==> config.mk <==
export PLATFORM = sky130hd
export DESIGN_NAME = adc_lane_calib_ctrl
export DESIGN_NICKNAME = d
export VERILOG_FILES = /design/src/rtl/adc_lane_calib_ctrl.sv
export SDC_FILE = /design/constraint.sdc
export NUM_CORES = 1
export LEC_CHECK = 0
export ABC_AREA = 1
export CAP_MARGIN = 15
export CORE_MARGIN = 1.5
export CORE_UTILIZATION = 42
export DETAILED_ROUTE_END_ITERATION = 16
export PLACE_DENSITY_LB_ADDON = 0.12
export SYNTH_ARGS = -nofsm -noshare
export SYNTH_HDL_FRONTEND = slang
export SYNTH_SLANG_ARGS = --single-unit
==> constraint.sdc <==
create_clock -name clk_i -period 3.9 [get_ports clk_i]
set_clock_uncertainty 0.15 [all_clocks]
set_input_delay 0.39 -clock clk_i [delete_from_list [all_inputs] [get_ports clk_i]]
set_output_delay 0.39 -clock clk_i [all_outputs]
set_load 0.01 [all_outputs]
==> src/rtl/adc_lane_calib_ctrl.sv <==
// adc_lane_calib_ctrl: per-lane IDELAY/ISERDES calibration sequencer.
// Steps the receiver mux through every lane. For each lane it handles I, then Q:
// - sweeps the IDELAY taps against the training word;
// - parks the delay at the centre of the widest passing window;
// - bitslips the ISERDES until the word is aligned.
// Optional build macro CALIB_TAP_READBACK_EN: after each settle that follows a
// delay load, the loaded tap is checked against CNTVALUEOUT, and a mismatch
// fails the channel.
module adc_lane_calib_ctrl #(
  parameter int         PORTS      = 12,
  parameter logic [7:0] TRAIN_PAT  = 8'h5A,
  parameter int         SETTLE_CYC = 8,
  parameter int         SAMPLE_CNT = 16
) (
  input  logic             clk_i,
  input  logic             rst_n_i,
  input  logic             start_i,
  output logic             busy_o,
  output logic             done_o,
  output logic             fail_o,
  output logic [PORTS-1:0] lane_ok_o,
  output logic [7:0]       mux_cntrl_o,
  input  logic [7:0]       data_serdes_i_i,
  input  logic [7:0]       data_serdes_q_i,
  output logic             i_dl_ce_o,
  output logic             i_dl_in_o,
  output logic             i_dl_load_val_o,
  output logic [4:0]       i_dl_cnt_in_o,
  input  logic [4:0]       i_dl_cnt_val_i,
  output logic             q_dl_ce_o,
  output logic             q_dl_in_o,
  output logic             q_dl_load_val_o,
  output logic [4:0]       q_dl_cnt_in_o,
  input  logic [4:0]       q_dl_cnt_val_i,
  output logic             bitslip_i_o,
  output logic             bitslip_q_o
);

  typedef enum logic [3:0] {
    ST_IDLE, ST_SEL, ST_LOAD, ST_SETTLE, ST_SAMPLE, ST_NEXT_TAP,
    ST_CENTER, ST_ALIGN_CHK, ST_SLIP, ST_NEXT_CH, ST_DONE
  } state_t;

  // What the current settle period is waiting on, so SETTLE knows where to go next.
  typedef enum logic [1:0] {PH_SWEEP, PH_CENTER, PH_SLIP} phase_t;

  localparam logic [PORTS-1:0] LANE_ONE  = PORTS'(1);
  localparam logic [7:0]       LAST_LANE = 8'(PORTS - 1);
  localparam logic [15:0]      SETTLE_LAST = 16'(SETTLE_CYC - 1);
  localparam logic [15:0]      SAMPLE_LAST = 16'(SAMPLE_CNT - 1);

  state_t           state_reg;
  phase_t           phase_reg;
  logic [7:0]       lane_reg;
  logic             ch_q_reg;
  logic [4:0]       tap_reg;
  logic [15:0]      cnt_reg;
  logic             word_ok_reg;
  logic [3:0]       slips_reg;
  logic [5:0]       run_start_reg, run_len_reg, best_start_reg, best_len_reg;
  logic             i_ok_reg, q_ok_reg;
  logic             busy_reg, done_reg, fail_reg;
  logic [PORTS-1:0] lane_ok_reg;
  logic [7:0]       mux_reg;
  logic             i_ld_reg, q_ld_reg, bs_i_reg, bs_q_reg;
  logic [4:0]       i_cnt_reg, q_cnt_reg;

  logic [7:0]       word;
  logic             word_rot, word_exact, readback_bad;
  logic [5:0]       center;
  logic [PORTS-1:0] lane_bit;

  // True when w equals any of the eight rotations of the training word.
  function automatic logic is_rotation(input logic [7:0] w);
    logic [7:0] r;
    logic       hit;
    r   = TRAIN_PAT;
    hit = 1'b0;
    for (int k = 0; k < 8; k++) begin
      hit = hit | (w == r);
      r   = {r[6:0], r[7]};
    end
    return hit;
  endfunction

  assign word       = ch_q_reg ? data_serdes_q_i : data_serdes_i_i;
  assign word_rot   = is_rotation(word);
  assign word_exact = (word == TRAIN_PAT);
  assign center     = best_start_reg + {1'b0, best_len_reg[5:1]};
  assign lane_bit   = LANE_ONE << lane_reg;

`ifdef CALIB_TAP_READBACK_EN
  // Delay readback is only meaningful after a load, not after a bitslip.
  assign readback_bad = (phase_reg != PH_SLIP) &&
                        ((ch_q_reg ? q_dl_cnt_val_i : i_dl_cnt_val_i) != tap_reg);
`else
  // Without readback the CNTVALUEOUT inputs are deliberately left unconsumed.
  logic unused_cnt_val;
  assign unused_cnt_val = ^{i_dl_cnt_val_i, q_dl_cnt_val_i};
  assign readback_bad   = 1'b0;
`endif

  // Sequencer: lane/channel walk, tap sweep, window tracking, alignment, results.
  always_ff @(posedge clk_i or negedge rst_n_i) begin
    if (!rst_n_i) begin
      state_reg      <= ST_IDLE;
      phase_reg      <= PH_SWEEP;
      lane_reg       <= '0;
      ch_q_reg       <= 1'b0;
      tap_reg        <= '0;
      cnt_reg        <= '0;
      word_ok_reg    <= 1'b0;
      slips_reg      <= '0;
      run_start_reg  <= '0;
      run_len_reg    <= '0;
      best_start_reg <= '0;
      best_len_reg   <= '0;
      i_ok_reg       <= 1'b0;
      q_ok_reg       <= 1'b0;
      busy_reg       <= 1'b0;
      done_reg       <= 1'b0;
      fail_reg       <= 1'b0;
      lane_ok_reg    <= '0;
      mux_reg        <= 8'hFF;
      i_ld_reg       <= 1'b0;
      q_ld_reg       <= 1'b0;
      bs_i_reg       <= 1'b0;
      bs_q_reg       <= 1'b0;
      i_cnt_reg      <= '0;
      q_cnt_reg      <= '0;
    end else begin
      i_ld_reg <= 1'b0;
      q_ld_reg <= 1'b0;
      bs_i_reg <= 1'b0;
      bs_q_reg <= 1'b0;
      done_reg <= 1'b0;
      case (state_reg)
        ST_IDLE: begin
          if (start_i) begin
            lane_ok_reg <= '0;
            fail_reg    <= 1'b0;
            busy_reg    <= 1'b1;
            lane_reg    <= '0;
            ch_q_reg    <= 1'b0;
            state_reg   <= ST_SEL;
          end
        end
        ST_SEL: begin
          mux_reg        <= lane_reg;
          tap_reg        <= '0;
          run_start_reg  <= '0;
          run_len_reg    <= '0;
          best_start_reg <= '0;
          best_len_reg   <= '0;
          phase_reg      <= PH_SWEEP;
          state_reg      <= ST_LOAD;
        end
        ST_LOAD: begin
          if (ch_q_reg) begin
            q_ld_reg  <= 1'b1;
            q_cnt_reg <= tap_reg;
          end else begin
            i_ld_reg  <= 1'b1;
            i_cnt_reg <= tap_reg;
          end
          cnt_reg   <= '0;
          state_reg <= ST_SETTLE;
        end
        ST_SETTLE: begin
          if (cnt_reg == SETTLE_LAST) begin
            cnt_reg     <= '0;
            word_ok_reg <= 1'b1;
            if (readback_bad) begin
              // Delay did not take the requested tap: park at 0 and give up.
              if (ch_q_reg) begin
                q_ld_reg  <= 1'b1;
                q_cnt_reg <= '0;
                q_ok_reg  <= 1'b0;
              end else begin
                i_ld_reg  <= 1'b1;
                i_cnt_reg <= '0;
                i_ok_reg  <= 1'b0;
              end
              state_reg <= ST_NEXT_CH;
            end else if (phase_reg == PH_SWEEP) begin
              state_reg <= ST_SAMPLE;
            end else begin
              state_reg <= ST_ALIGN_CHK;
            end
          end else begin
            cnt_reg <= cnt_reg + 16'd1;
          end
        end
        ST_SAMPLE: begin
          word_ok_reg <= word_ok_reg & word_rot;
          if (cnt_reg == SAMPLE_LAST) begin
            state_reg <= ST_NEXT_TAP;
          end else begin
            cnt_reg <= cnt_reg + 16'd1;
          end
        end
        ST_NEXT_TAP: begin
          // Linear run-length tracking; only a strictly longer run replaces the best.
          if (word_ok_reg) begin
            if (run_len_reg == 6'd0) run_start_reg <= {1'b0, tap_reg};
            run_len_reg <= run_len_reg + 6'd1;
            if (run_len_reg + 6'd1 > best_len_reg) begin
              best_len_reg   <= run_len_reg + 6'd1;
              best_start_reg <= (run_len_reg == 6'd0) ? {1'b0, tap_reg} : run_start_reg;
            end
          end else begin
            run_len_reg <= '0;
          end
          if (tap_reg == 5'd31) begin
            state_reg <= ST_CENTER;
          end else begin
            tap_reg   <= tap_reg + 5'd1;
            state_reg <= ST_LOAD;
          end
        end
        ST_CENTER: begin
          if (best_len_reg == 6'd0) begin
            // No passing tap anywhere: park at 0 and skip alignment.
            if (ch_q_reg) begin
              q_ld_reg  <= 1'b1;
              q_cnt_reg <= '0;
              q_ok_reg  <= 1'b0;
            end else begin
              i_ld_reg  <= 1'b1;
              i_cnt_reg <= '0;
              i_ok_reg  <= 1'b0;
            end
            state_reg <= ST_NEXT_CH;
          end else begin
            tap_reg   <= center[4:0];
            slips_reg <= '0;
            phase_reg <= PH_CENTER;
            state_reg <= ST_LOAD;
          end
        end
        ST_ALIGN_CHK: begin
          word_ok_reg <= word_ok_reg & word_exact;
          if (cnt_reg == SAMPLE_LAST) begin
            cnt_reg <= '0;
            if (word_ok_reg && word_exact) begin
              if (ch_q_reg) q_ok_reg <= 1'b1;
              else          i_ok_reg <= 1'b1;
              state_reg <= ST_NEXT_CH;
            end else if (slips_reg == 4'd8) begin
              if (ch_q_reg) q_ok_reg <= 1'b0;
              else          i_ok_reg <= 1'b0;
              state_reg <= ST_NEXT_CH;
            end else begin
              state_reg <= ST_SLIP;
            end
          end else begin
            cnt_reg <= cnt_reg + 16'd1;
          end
        end
        ST_SLIP: begin
          if (ch_q_reg) bs_q_reg <= 1'b1;
          else          bs_i_reg <= 1'b1;
          slips_reg <= slips_reg + 4'd1;
          phase_reg <= PH_SLIP;
          cnt_reg   <= '0;
          state_reg <= ST_SETTLE;
        end
        ST_NEXT_CH: begin
          if (!ch_q_reg) begin
            ch_q_reg       <= 1'b1;
            tap_reg        <= '0;
            run_start_reg  <= '0;
            run_len_reg    <= '0;
            best_start_reg <= '0;
            best_len_reg   <= '0;
            phase_reg      <= PH_SWEEP;
            state_reg      <= ST_LOAD;
          end else begin
            if (i_ok_reg && q_ok_reg) lane_ok_reg <= lane_ok_reg | lane_bit;
            else                      fail_reg    <= 1'b1;
            if (lane_reg == LAST_LANE) begin
              state_reg <= ST_DONE;
            end else begin
              lane_reg  <= lane_reg + 8'd1;
              ch_q_reg  <= 1'b0;
              state_reg <= ST_SEL;
            end
          end
        end
        ST_DONE: begin
          mux_reg   <= 8'hFF;
          busy_reg  <= 1'b0;
          done_reg  <= 1'b1;
          state_reg <= ST_IDLE;
        end
        default: state_reg <= ST_IDLE;
      endcase
    end
  end

  assign busy_o          = busy_reg;
  assign done_o          = done_reg;
  assign fail_o          = fail_reg;
  assign lane_ok_o       = lane_ok_reg;
  assign mux_cntrl_o     = mux_reg;
  assign i_dl_ce_o       = 1'b0;
  assign i_dl_in_o       = 1'b0;
  assign i_dl_load_val_o = i_ld_reg;
  assign i_dl_cnt_in_o   = i_cnt_reg;
  assign q_dl_ce_o       = 1'b0;
  assign q_dl_in_o       = 1'b0;
  assign q_dl_load_val_o = q_ld_reg;
  assign q_dl_cnt_in_o   = q_cnt_reg;
  assign bitslip_i_o     = bs_i_reg;
  assign bitslip_q_o     = bs_q_reg;

endmodule
=== After elaboration in Yosys (flattened, before gate mapping) ===
Cells that the tools add are included.

* Register bits: 103
* RAM bits: 0
* Bits in latches: 0
* Output and inout bits: 41
* Bits in read-only memories: 0
* Input port bits: 29
* Memories: 0

* Equal/unequal tests: 45
* Muxes and demuxes: 88
* Reductions and logical operators: 36
* Order comparisons: 1
* Multiply operators: 0
* $add $sub $neg: 6
* Shift operators: 1
* Div/mod/pow operators: 0
* Bitwise logic cells: 10

{| class="wikitable"
|+ Operators by type and width
! cell !! count
|-
| one-hot mux 16 bit (4 select lines) || 1
|-
| one-hot mux 6 bit (3 select lines) || 3
|-
| two-way mux 5 bit || 10
|-
| two-way mux 16 bit || 3
|-
| != test 2 bit (second input constant) || 19
|-
| two-way mux 12 bit || 3
|-
| two-way mux 6 bit || 6
|-
| one-hot mux 4 bit (9 select lines) || 1
|-
| == test 8 bit (second input constant) || 4
|-
| two-way mux 4 bit || 8
|-
| two-way mux 8 bit || 4
|-
| one-hot mux 8 bit (2 select lines) || 2
|-
| AND reduction 4 bit || 8
|-
| two-way mux 1 bit || 28
|-
| == test 8 x 7 -> 1 bit (second input constant) || 3
|-
| one-hot mux 12 bit (2 select lines) || 1
|-
| one-hot mux 5 bit (2 select lines) || 2
|-
| one-hot mux 5 bit (4 select lines) || 1
|-
| adder 16 x 1 -> 16 bit (second input constant) || 1
|-
| == test 16 x 3 -> 1 bit (second input constant) || 1
|-
| == test 16 x 4 -> 1 bit (second input constant) || 1
|-
| == test 4 x 3 -> 1 bit (second input constant) || 4
|-
| == test 4 bit (second input constant) || 4
|-
| one-hot mux 5 bit (3 select lines) || 1
|-
| other kinds (33) || 68
|}

=== Longest topological paths before layout ===
* Word-level depth: 11
* Depth in mapped cells: 15

=== Worst setup path after synthesis ===
OpenSTA, ideal clock, no wires.

* Path kind: reg-to-reg
* From: register run_len_reg[0]
* To: register best_len_reg[3]
* Buffers on the path: 1
* Data required time: 3.632 ns
* Data arrival time: 2.043 ns
* Setup slack: 1.589 ns
* Period minus slack after synthesis: 2.311 ns
* Cell stages (with the launch flop): 16
* Setup time: 0.118 ns
* Cells stage by stage: dfrtp_1 -> ha_1 -> nand3_1 -> xor2_1 -> inv_1 -> ha_1 -> nand2_1 -> nor2_1 -> o21ai_0 -> o211ai_1 -> nand2_1 -> o21ai_2 -> inv_2 -> buf_4 -> nand2_1 -> o21ai_2

* Cells in the longest elaborated chain, start to end: 4

{| class="wikitable"
|+ RTL lines
! item !! RTL line !! text
|-
| start: declaration || 60 || <nowiki>logic [5:0] run_start_reg, run_len_reg, best_start_reg, best_len_reg;</nowiki>
|-
| start signal: assignment || 206 || <nowiki>run_len_reg <= run_len_reg + 6'd1;</nowiki>
|-
| adder 6 x 1 -> 6 bit * || 207, 208 ||
|-
| greater-than comparator 6 bit or two-way mux 6 bit (tied branches) || 207 || <nowiki>if (run_len_reg + 6'd1 > best_len_reg) begin</nowiki>
|-
| != test 2 bit (no source line) or two-way mux 6 bit (tied branches) || - ||
|-
| AND reduction 4 bit (no source line) or one-hot mux 6 bit (3 select lines) (tied branches) || - ||
|-
| end signal: assignment || 208 || <nowiki>best_len_reg <= run_len_reg + 6'd1;</nowiki>
|-
| end: declaration || 60 ||
|}

Every way passes the cells marked *; elsewhere a longest branch is shown, timed or not. The select of a mux whose other input is x is not followed.
A chain may end at the register's enable or synchronous reset.

=== Final worst setup path ===
* From: register run_len_reg[0]
* To: register best_len_reg[1]

The elaborated chain is that of the path after synthesis.

==> results.md <==
- Switching pwr: 430 µW
- Slew margin rel.: about 57%
- Worst Tran Pin Value: between 0.6 and 0.7 ns
- Synth Instances: 773
- Synth Flop Type: dfrtp_1
- Worst endpoint required time: approximately 4 ns
- Synth cell count leaders: nand2_1, dfrtp_1, inv_1
- WP data arrival: 2.88 ns
- Net Sw Frac: 21.4%
- Tmin final: around 2.8 ns
- Violation count after the first detailed-route iteration: about 400
- Antenna violations before repair: 0
- DRC Markers: 0
- WP buf/inv: 2
- Most used cell, CP: nand2_1
- Worst IR drop on VDD: 0.000180 V
- Vias per cell: 5.08
- Power share of the clock group: 43.3%
- Detailed-route via count: just over 5000
- Most common cell in the netlist: nand2_1
- Unique masters post-synth: 44
- Top-area cell type share of the netlist area: ~40%
- Placed cell area: ~0.0066 mm²
- Clock Sinks: around 100
- CTS max path bufs: 2
- Max-slew violations: 0
- CP Max Fanout: 12
- Worst-path cell with the longest stage delay: dfrtp_1
- Total GRT Usage: around a fifth
- H-tree Lvls: 3
- Inserted Clock Buffers: 9
- Fin. Hold Viols: 0
- CP max stage delay: between 0.4 and 0.5 ns
- Die area: ~0.015 mm²
- Crit path kind: register to register
- Worst-path cell chain: ha_1 -> nand3_1 -> xor2_1 -> inv_1 -> ha_1 -> nand2_1 -> nor2_1 -> o21ai_0 -> o211ai_1 -> nand2_1 -> o21ai_2 -> inv_2 -> nand2_1 -> o21ai_2
- Remaining global-route overflow: 0
- Io pins: 70
- Cell taking the most area after synthesis: dfrtp_1
- Routed Wire Length: about 14000 µm
- Largest net degree at the start of global routing: 40
- RSZ-0062 raised after global routing: no
- Post-layout power: a little over 2000 µW
- Dpl hpwl: slightly above 10000 µm
- Final hold slack: 0.317 ns
- Pre-Repair DR Iteration Count: 5
- Reg power frac: approximately 53%
- Area of the multi-input gates: roughly 0.0028 mm²
- Top cells by area, synth: dfrtp_1, nand2_1, inv_1
- Pint: around 1600 µW
- Die X: about 120 µm
- Comb power frac: ~3.7%
- Initial Utilization: 43.6%
- Warnings from Yosys: 0
- Post-synthesis sequential area ratio: a little over two fifths
- Clock Tree Root: clkbuf_16
- Pwr per Cell Area: roughly 290 mW/mm²
- First-pass GRT wire length: about 23000 µm
- Leakage power: ~0.0033 µW
- Fill count: around 1300
- Nets: around 900
- Antenna cell count: 0
- Port buffer count: 55
- Worst Setup End Kind: register
- Area occupied by registers: 0.00256 mm²
- Area of the mapped netlist: between 0.005 and 0.006 mm²
- Max-Cap Viols: 0
- Final Cycle Share: between 70% and 80%
- Post-route setup TNS: 0 ns
- ANT nets after route: 0
- Hold WC Path Type: register to register
- Vias in the first global route: 5121
- Number of synthesized flops with an enable pin: 0
- # rows: 42
- Finish-stage setup viols: 0
- Share of layout cells above drive strength 1: 7.30%
- Avg WL per Cell: around 13 µm
- Post-CTS Setup Bufs: 0
- DIE HEIGHT: ~120 µm
- Syn avg cell area: 7.55 µm²
- Placer congestion estimate: 0.862
- Reg clk slew, reported paths: about 0.06 ns
- Final core occ: around half
- Fmax: between 0.3 and 0.4 GHz
- Latest clock arrival within the worst-skew pair: around 0.35 ns
- Synth async-reset ratio: 100%
- Status: finished, final reports clean
- Delay-heaviest family, CP: compound AO/OA/AOI/OAI gates
- Flops & latches, synth: between 100 and 150
- Area added between synthesis and finish: 17.2%
- Post-route cell area: around 0.0068 mm²
- Worst setup SP type: register
- CORE AREA: between 0.01 and 0.015 mm²
- CTS tree: built
- Max FFs per register: 16
tightest hold or removal path: cells and delay by family, from the launching register on:
family / cells / cell delay, ns
simple gates: 2 / 0.10
flops: 1 / 0.37
cell families (layout without fill, tap and decap cells):
group,Yosys count,after routing,share of synthesized area (%)
simple gates,387,387,28.3
xor+xnor,13,13,1.95
compound gates,132,132,13.2
fa+ha+maj,19,19,4.20
other cells,1,4,0.0642
flops,102,102,43.9
buf+inv,119,179,8.42
worst paths after layout:
path	cells past startpoint	slack, ns	start	endpoint
worst max-delay path	14	1.11	run_len_reg[0]$_DFFE_PN0P_	best_len_reg[1]$_DFFE_PN0P_
worst min-delay path	2	0.32	mux_cntrl_o[6]$_DFFE_PN1P_	mux_cntrl_o[6]$_DFFE_PN1P_
worst max register to register	14	1.11	run_len_reg[0]$_DFFE_PN0P_	best_len_reg[1]$_DFFE_PN0P_
worst min register to register	2	0.32	mux_cntrl_o[6]$_DFFE_PN1P_	mux_cntrl_o[6]$_DFFE_PN1P_
max in group asynchronous	3	2.37	rst_n_i	lane_ok_o[9]$_DFFE_PN0P_
min in group asynchronous	2	0.37	rst_n_i	cnt_reg[4]$_DFFE_PN0P_
cell usage in the layout, fill, tap and decap left out, drive strengths merged, types with 5 or more instances in the layout:
cell,n
dfrtp,94
dfstp,8
a21oi,31
nand4,13
clkdlybuf4s50,54
o21ai,72
nor2,90
inv,105
nand3,40
clkbuf,10
o22ai,6
nor3,28
ha,18
buf,5
a31oi,5
nand2,209
xor2,12
final cells by class:
class / count / share of cell area, %
Clock buffer: 10 / 3.35
Inverter: 105 / 5.80
Timing Repair Buffer: 60 / 8.60
Multi-Input combinational cell: 555 / 40.8
Tap cell: 176 / 3.22
Clock inverter: 4 / 0.732
Sequential cell: 102 / 37.5
what timing repair did:
action	CTS	global route
endpoints found under the hold margin	30	0
resized for setup	0	0
hold buffers	1	0
routing by layer:
layer | vias to the layer above | GRT usage, % | routed length, µm
li1 | 2629 | - | -
met3 | 21 | 4.46 | 553
met5 | - | 0 | 0
met4 | 0 | 6.69 | 278
met2 | 95 | 33.6 | 6330
met1 | 2392 | 25.2 | 6460
power groups by stage:
stage                     clock network, µW  logic [µW]  registers (µW)
after floorplan                           0        27.4            1090
after global placement                    0        74.0            1090
after detailed placement                  0        75.2            1090
after CTS                               900        76.5            1070
after global routing                    939        86.0            1070
final                                   871        74.3            1070
metrics by stage:
| stage | worst slack (ns) | std cells |
|---|---|---|
| after global routing | 0.850 | 1012 |
| final | 1.11 | 1012 |
| after floorplan | 1.59 | 776 |
| after global placement | 1.20 | 997 |
| after CTS | 1.11 | 1012 |
| after detailed placement | 1.12 | 997 |
Note: power is estimated with default switching activity, not from simulation.
